==> config.mk <==
export PLATFORM = sky130hd
export DESIGN_NAME = multi_dataflow_job_sequencer
export DESIGN_NICKNAME = d
export VERILOG_FILES = /design/src/rtl/multi_dataflow_job_sequencer.sv
export SDC_FILE = /design/constraint.sdc
export NUM_CORES = 1
export LEC_CHECK = 0
export ABC_AREA = 1
export CAP_MARGIN = 20
export CORE_MARGIN = 2
export CORE_UTILIZATION = 38
export DETAILED_ROUTE_END_ITERATION = 8
export PLACE_DENSITY = 0.72
export SETUP_SLACK_MARGIN = 0.05
export SYNTH_ARGS = -nofsm -noshare
export SYNTH_HDL_FRONTEND = slang
export SYNTH_SLANG_ARGS = --single-unit
==> constraint.sdc <==
create_clock -name clk_i -period 4.4 [get_ports clk_i]
set_input_delay 1.1 -clock clk_i [delete_from_list [all_inputs] [get_ports clk_i]]
set_output_delay 1.1 -clock clk_i [all_outputs]
set_load 0.1 [all_outputs]
==> src/rtl/multi_dataflow_job_sequencer.sv <==
// Job sequencer between a multi-stream streamer and a dataflow engine.
// Ports: clk_i/rst_i/clear_i; start_i + len_i/in_mask_i/out_mask_i job config;
//   in_valid_i/in_data_i/in_ready_o source streams joined into a one-entry
//   slice on eng_valid_o/eng_data_o/eng_ready_i; eng_out_* results passed
//   through to out_valid_o/out_data_o/out_ready_i; busy_o, done_o, beat counts.
module multi_dataflow_job_sequencer #(
   parameter int N_IN       = 2,
   parameter int N_OUT      = 1,
   parameter int DATA_WIDTH = 32,
   parameter int CNT_WIDTH  = 16
) (
   input  logic                        clk_i,
   input  logic                        rst_i,
   input  logic                        clear_i,
   input  logic                        start_i,
   input  logic [CNT_WIDTH-1:0]        len_i,
   input  logic [N_IN-1:0]             in_mask_i,
   input  logic [N_OUT-1:0]            out_mask_i,
   input  logic [N_IN-1:0]             in_valid_i,
   input  logic [N_IN*DATA_WIDTH-1:0]  in_data_i,
   output logic [N_IN-1:0]             in_ready_o,
   output logic                        eng_valid_o,
   output logic [N_IN*DATA_WIDTH-1:0]  eng_data_o,
   input  logic                        eng_ready_i,
   input  logic [N_OUT-1:0]            eng_out_valid_i,
   input  logic [N_OUT*DATA_WIDTH-1:0] eng_out_data_i,
   output logic [N_OUT-1:0]            eng_out_ready_o,
   output logic [N_OUT-1:0]            out_valid_o,
   output logic [N_OUT*DATA_WIDTH-1:0] out_data_o,
   input  logic [N_OUT-1:0]            out_ready_i,
   output logic                        busy_o,
   output logic                        done_o,
   output logic [CNT_WIDTH-1:0]        in_cnt_o,
   output logic [N_OUT*CNT_WIDTH-1:0]  out_cnt_o
);

   localparam int CW = CNT_WIDTH;
   localparam int DW = DATA_WIDTH;
   localparam logic [CW-1:0] ONE = 1;

   typedef enum logic [1:0] {
      S_IDLE,
      S_RUN,
      S_DONE
   } state_t;

   state_t                 state_q;
   logic [CW-1:0]          len_q;
   logic [CW-1:0]          in_cnt_q;
   logic [N_OUT*CW-1:0]    out_cnt_q;
   logic [N_IN-1:0]        in_mask_q;
   logic [N_OUT-1:0]       out_mask_q;
   logic                   slice_vld_q;
   logic [N_IN*DW-1:0]     slice_dat_q;
   logic                   busy_q;
   logic                   done_q;

   logic                   run;
   logic                   in_done;
   logic                   out_done;
   logic                   all_vld;
   logic                   in_fire;
   logic [N_IN*DW-1:0]     join_dat;
   logic [N_OUT-1:0]       out_gate;
   logic [N_OUT-1:0]       out_fire;

   assign run     = (state_q == S_RUN);
   assign in_done = (in_cnt_q == len_q) || (in_mask_q == '0);

   // Disabled channels count as valid so they never block the join.
   assign all_vld = &(in_valid_i | ~in_mask_q);
   assign in_fire = run & ~in_done & all_vld & (~slice_vld_q | eng_ready_i);

   // A disabled output channel is trivially complete, so an all-zero
   // mask falls out as complete as well.
   always_comb begin
      out_done = 1'b1;
      for (int j = 0; j < N_OUT; j++) begin
         if (out_mask_q[j] && (out_cnt_q[j*CW +: CW] != len_q))
            out_done = 1'b0;
      end
   end

   always_comb begin
      join_dat = '0;
      for (int i = 0; i < N_IN; i++) begin
         if (in_mask_q[i])
            join_dat[i*DW +: DW] = in_data_i[i*DW +: DW];
      end
   end

   always_comb begin
      out_gate = '0;
      for (int j = 0; j < N_OUT; j++) begin
         out_gate[j] = out_mask_q[j] & run &
                       (out_cnt_q[j*CW +: CW] < len_q);
      end
   end

   assign out_valid_o     = eng_out_valid_i & out_gate;
   assign eng_out_ready_o = out_ready_i & out_gate;
   assign out_fire        = out_valid_o & out_ready_i;
   assign out_data_o      = eng_out_data_i;

   assign in_ready_o  = in_fire ? in_mask_q : '0;
   assign eng_valid_o = slice_vld_q;
   assign eng_data_o  = slice_dat_q;
   assign busy_o      = busy_q;
   assign done_o      = done_q;
   assign in_cnt_o    = in_cnt_q;
   assign out_cnt_o   = out_cnt_q;

   always_ff @(posedge clk_i) begin
      if (rst_i || clear_i) begin
         state_q     <= S_IDLE;
         len_q       <= '0;
         in_cnt_q    <= '0;
         out_cnt_q   <= '0;
         in_mask_q   <= '0;
         out_mask_q  <= '0;
         slice_vld_q <= 1'b0;
         slice_dat_q <= '0;
         busy_q      <= 1'b0;
         done_q      <= 1'b0;
      end else begin
         // A new beat overwrites the slice even while it drains.
         if (in_fire) begin
            slice_vld_q <= 1'b1;
            slice_dat_q <= join_dat;
         end else if (eng_ready_i) begin
            slice_vld_q <= 1'b0;
         end

         unique case (state_q)
            S_IDLE: begin
               if (start_i) begin
                  len_q      <= len_i;
                  in_mask_q  <= in_mask_i;
                  out_mask_q <= out_mask_i;
                  in_cnt_q   <= '0;
                  out_cnt_q  <= '0;
                  busy_q     <= 1'b1;
                  state_q    <= S_RUN;
               end
            end
            S_RUN: begin
               if (in_fire)
                  in_cnt_q <= in_cnt_q + ONE;
               for (int j = 0; j < N_OUT; j++) begin
                  if (out_fire[j])
                     out_cnt_q[j*CW +: CW] <= out_cnt_q[j*CW +: CW] + ONE;
               end
               if (in_done && out_done) begin
                  done_q  <= 1'b1;
                  state_q <= S_DONE;
               end
            end
            S_DONE: begin
               busy_q  <= 1'b0;
               done_q  <= 1'b0;
               state_q <= S_IDLE;
            end
            default: begin
               busy_q  <= 1'b0;
               done_q  <= 1'b0;
               state_q <= S_IDLE;
            end
         endcase
      end
   end

endmodule

==> results.yml, run 1 <==
sta:
  setup_violations: 0
  hold_viol: 0
  fmax_mhz: 291
  period_share_pct: 78.0
  min_period_ps: 3430
  worst_slack_ps: 968
  rsz0062_at_grt: "false"
  timing.slew.headroom_pct: 28.6
  drv_slew: 0
  tns_ps: 0
  fin_skew_ps: 11.4
  worst_slew_pin_slew_ps: 1070
clock_tree:
  holdBufCountCts: 0
  cts.sink_count: 120
  cts_buffers: 17
  cts_tree: "done"
  clk_latency_ps: 430
  clockBufferDepth: 2
  cts_max_level: 4
  clockRootBuffer: "clkbuf_16"
  cts.clk_slew.worst_paths_ps: 60
  postCtsSetupBuffers: 0
  cts_resized: 0
placed_design:
  gp_congestion: 0.856
  numPortBuffers: 194
  hpwlAfterDp_um: 13000
  placed_area_mm2: 0.00835
  pre_cts_ws_ps: 806
layout:
  ff_latch_area_mm2: 0.00240
  diodes: 0
  multi_input_area_mm2: 0.00313
  final_cell_area_mm2: 0.00898
  nNetsFinal: 1290
  nFillCells: 1624
  drive_above_1_share_pct: 5.00
  area_delta_synth_final_pct: 38.3
critical_path:
  reg2reg_to: "in_cnt_o[3]$_SDFFE_PP0P_"
  ff2ff_setup_slack_ps: 1410
  reg2reg_depth: 12
  critical_path.startpoint: "in_valid_i[0]"
  r2r_start: "in_cnt_o[6]$_SDFFE_PP0P_"
  path_class: "primary input to output port"
  end_kind: "output port"
  arrival_ps: 2330
  cp-endpoint: "in_ready_o[1]"
  crit_required_ps: 3300
  crit_fanout: 4
  worstSetupStartpointType: "primary input"
yosys:
  synth_edf_count: 0
  syn_inst: 1004
  async_flop_share_pct: 0
  ys_top_cells_by_count: "nand2_1 (332), inv_1 (129), dfxtp_1 (120)"
  synth.distinct_cells: 30
  synth_area_mm2: 0.00650
  yosys.area.top_type: "dfxtp_1"
  yosysWarningCount: 0
  synth_nets: 1146
  ys_seq_elements: 120
  yosysMostFrequentCell: "nand2_1"
  synth_top_area_share_pct: 37.0
  synth.area.top_cells: "dfxtp_1 (37%), nand2_1 (19%), a21oi_1 (8.9%)"
  yosys_most_used_dff: "dfxtp_1"
  syn_avg_cell_area_um2: 6.47
  yosysSeqAreaShare_pct: 37.0
worst_hold_path:
  whs_path_depth: 2
  hold_start: "done_o$_SDFFE_PP0P_"
  hold_class: "flip-flop to flip-flop"
power_and_ir_drop:
  finalPower_mw: 2.91
  powerDensity_mw_per_mm2: 324
  ir_worst_vdd_mv: 0.280
  leakage_nw: 3.71
outcome:
  status: "complete, no violations"
floorplan:
  core_area_mm2: 0.0166
  die_area_mm2: 0.0182
  die_w_um: 135
  initial_core_util_pct: 39.0
  rows: 47
  die_height_um: 135
  ios: 259
global_routing:
  grt_usage_pct: 20.8
  grt_pass1_wl_um: 29900
  grt_overflow: 0
  first_global_vias: 5953
  grt_max_degree: 83
  grt_antenna_before_repair: 0
routing:
  avgViaCountPerCell: 4.71
  drtPass1Iterations: 5
  drt-total-wl_um: 18600
  wire_per_inst_um: 13.5
  post-route-drc-count: 0
  ant_nets: 0
  vias: 6494
  drt_iter0_markers: 394
run:
  drv_cap: 0
where the power goes:
part	switching [mW]	total, mW	internal (mW)
registers	0.0121	1.11	1.10
logic	0.170	0.292	0.122
clock network	0.538	1.50	0.966
cells in the final DEF (no fill, tap or decap):
master,instances
a21oi_2,2
inv_2,5
nand3_1,36
nor3_1,16
dfxtp_1,120
clkdlybuf4s50_1,190
inv_6,4
buf_12,3
o22ai_1,1
a31o_2,1
bufinv_16,4
xnor2_1,1
clkinvlp_4,4
nand2_4,1
a21o_1,2
clkbuf_8,1
clkbuf_16,17
xor2_1,15
nand2_2,1
o21bai_1,8
clkinv_4,1
or2_2,1
inv_1,129
buf_4,10
nand2_1,332
nor4_1,1
ha_1,18
nand4_4,2
nor2_1,86
nand4_1,9
nor2_4,1
o21ai_0,22
a21oi_1,116
cell type report:
type / instances / share of cell area (%)
multi-input combinational: 672 / 34.9
timing repair buffer: 203 / 22.7
inverter: 134 / 5.60
sequential: 120 / 26.7
clock inverter: 13 / 2.16
tap: 220 / 3.06
clock buffer: 18 / 4.89
cells by family (layout without fill, tap and decap cells):
family	Yosys count	after routing	share of synthesized area, %
AND/OR/NAND/NOR	486	486	30.2
buffers and inverters	212	368	14.9
AO/OA/AOI/OAI	152	152	12.3
flip-flops	120	120	37.0
adder cells (fa/ha/maj)	18	18	3.47
XOR/XNOR	16	16	2.16
per-stage QoR:
stage	std cells	hold slack [ps]	util, %
finish	1380	451	54.0
global route	1380	480	54.0
CTS	1380	460	54.0
detailed placement	1349	448	50.2
global placement	1349	441	50.2
floorplan	1004	460	-
worst min-delay path by stage:
stage	endpoint	slack [ps]
final	done_o$_SDFFE_PP0P_	450
after CTS	done_o$_SDFFE_PP0P_	460
after global placement	done_o$_SDFFE_PP0P_	440
after detailed placement	done_o$_SDFFE_PP0P_	450
after global routing	eng_data_o[36]$_SDFFE_PP0N_	480
after floorplan	len_q[0]$_SDFFE_PP0P_	460
layer usage:
metal	global-route usage, %	routed length, um	vias up
met4	7.37	378	0
met2	33.5	8440	215
met3	8.22	1740	32
li1	-	-	3370
met1	25.2	8060	2877
met5	0	0	-
critical path: stages:
cell and delay [ps]:
clkdlybuf4s50_1 450, o22ai_1 80, inv_1 100, nand4_4 120, nor2_1 260, buf_12 220
registers in the layout, indices dropped and copies added, names as in the netlist, 2 cells and up:
name and flops:
len_q 16, eng_data_o 64, in_cnt_o 16, out_cnt_o 16, state_q 2, in_mask_q 2
No activity file was read; power rests on OpenSTA's default activity.
==> run 2: changes to the inputs <==
Settings changed: PLACE_DENSITY 0.72 to 0.74.
Clock period 4.4 ns to 2.9 ns, I/O delays scaled along.
==> run 2 against run 1 <==
  * Critical path depth increased by 2
  * Power increased by 55%
  * Setup slack got worse by 800 ps
  * Critical path type is now flip-flop to output port
  * Critical endpoint is now eng_out_ready_o
==> results.yml, run 2 (same netlist as run 1, synthesis figures left out) <==
layout:
  drive_above_1_share_pct: 17.6
  nNetsFinal: 1295
  largest_register_ffs: 64
  stdcell_count: 1385
  area_delta_synth_final_pct: 37.9
  final_common_cell: "nand2_1"
  mostFrequentLayoutCells: "nand2_1 (329), inv_1 (127), a21oi_1 (116), buf_4 (110), clkdlybuf4s50_1 (91)"
  utilization_pct: 53.8
  final_cell_area_mm2: 0.00896
  diodes: 0
critical_path:
  critical_path.startpoint: "len_q[11]$_SDFFE_PP0P_"
  reg2reg_to: "in_cnt_o[3]$_SDFFE_PP0P_"
  arrival_ps: 2010
  reg2reg_depth: 12
  ff2ff_setup_slack_ps: 400
  cp-endpoint: "eng_out_ready_o"
  crit_required_ps: 2170
  end_kind: "output port"
  worstSetupStartpointType: "flip-flop"
  path_class: "flip-flop to output port"
  crit_fanout: 3
  r2r_start: "in_cnt_o[12]$_SDFFE_PP0P_"
placed_design:
  numPortBuffers: 194
  placed_area_mm2: 0.00825
  gp_congestion: 0.873
  place_inst: 1353
  hpwlAfterDp_um: 12800
global_routing:
  grt_antenna_before_repair: 0
  grt_overflow: 0
  first_global_vias: 5888
  grt_pass1_wl_um: 29500
  grt_usage_pct: 20.4
  grt_max_degree: 84
floorplan:
  rows: 47
  ios: 259
  die_height_um: 135
  die_w_um: 135
  die_area_mm2: 0.0182
  core_area_mm2: 0.0166
  initial_core_util_pct: 39.0
routing:
  drt_iter0_markers: 375
  post-route-drc-count: 0
  drt-total-wl_um: 18300
  vias: 6475
  ant_nets: 0
  drtPass1Iterations: 5
  wire_per_inst_um: 13.2
  avgViaCountPerCell: 4.68
sta:
  min_period_ps: 2730
  rsz0062_at_grt: "false"
  drv_slew: 0
  timing.slew.headroom_pct: 64.3
  hold_viol: 0
  worst_slew_pin_slew_ps: 534
  fin_skew_ps: 12.5
  tns_ps: 0
  fmax_mhz: 366
  period_share_pct: 94.2
  setup_violations: 0
outcome:
  status: "complete, no violations"
clock_tree:
  clk_latency_ps: 420
  cts_buffers: 17
  cts_tree: "done"
  clockRootBuffer: "clkbuf_16"
  cts.sink_count: 120
  cts_max_level: 4
  cts.clk_slew.worst_paths_ps: 60
  clockBufferDepth: 2
  holdBufCountCts: 0
power_and_ir_drop:
  ir_worst_vdd_mv: 0.430
  powerDensity_mw_per_mm2: 502
  leakage_nw: 3.99
worst_hold_path:
  hold_class: "flip-flop to flip-flop"
run:
  drv_cap: 0
run 2: critical path: stages (launching register included):
cell     delay, ps
dfxtp_1        310
inv_1          190
ha_4           250
a21oi_1        170
nand2_2         90
a21oi_4        200
nand2_4         90
nor2_4         110
buf_12         180
run 2: cell type report:
| cell class | instances | area (um2) |
|---|---|---|
| Fill cell | 1583 | 7680 |
| Multi-Input combinational cell | 672 | 3210 |
| Sequential cell | 120 | 2440 |
| Timing Repair Buffer | 208 | 1880 |
| Inverter | 134 | 503 |
| Clock buffer | 17 | 425 |
| Tap cell | 220 | 275 |
| Clock inverter | 14 | 223 |
run 2: stage by stage:
step / setup WS (ps) / total power [mW] / hold WS, ps
2_1_floorplan: 78.8 / 2.17 / 460
3_3_place_gp: 201 / 2.17 / 440
3_5_place_dp: 199 / 2.17 / 448
4_1_cts: 75.7 / 4.54 / 465
5_1_grt: 61.0 / 4.66 / 476
6_report: 168 / 4.50 / 457
run 2: worst min path at each step:
stage / from / to / slack [ps] / cells past startpoint
6_report: done_o$_SDFFE_PP0P_ / done_o$_SDFFE_PP0P_ / 460 / 2
5_1_grt: eng_data_o[39]$_SDFFE_PP0N_ / eng_data_o[39]$_SDFFE_PP0N_ / 480 / 2
4_1_cts: done_o$_SDFFE_PP0P_ / done_o$_SDFFE_PP0P_ / 460 / 2
3_5_place_dp: done_o$_SDFFE_PP0P_ / done_o$_SDFFE_PP0P_ / 450 / 2
3_3_place_gp: done_o$_SDFFE_PP0P_ / done_o$_SDFFE_PP0P_ / 440 / 2
2_1_floorplan: len_q[0]$_SDFFE_PP0P_ / len_q[0]$_SDFFE_PP0P_ / 460 / 2
run 2: repair_timing:
item	4_1_cts	5_1_grt
gates resized for setup	3	8
buffers inserted	0	1
pin swaps	0	2
setup endpoints to repair	2	2
run 2: where the power goes:
group	internal (mW)	switching, mW	leakage (nW)
Clock	1.53	0.831	0.310
Combinational	0.192	0.263	2.69
Sequential	1.67	0.0179	0.986
run 2: layer usage:
metal  wire length, um  GRT usage, %
met1              7910          25.5
met2              8530          32.6
met3              1490          6.53
met4               346          8.01
met5                 0             0
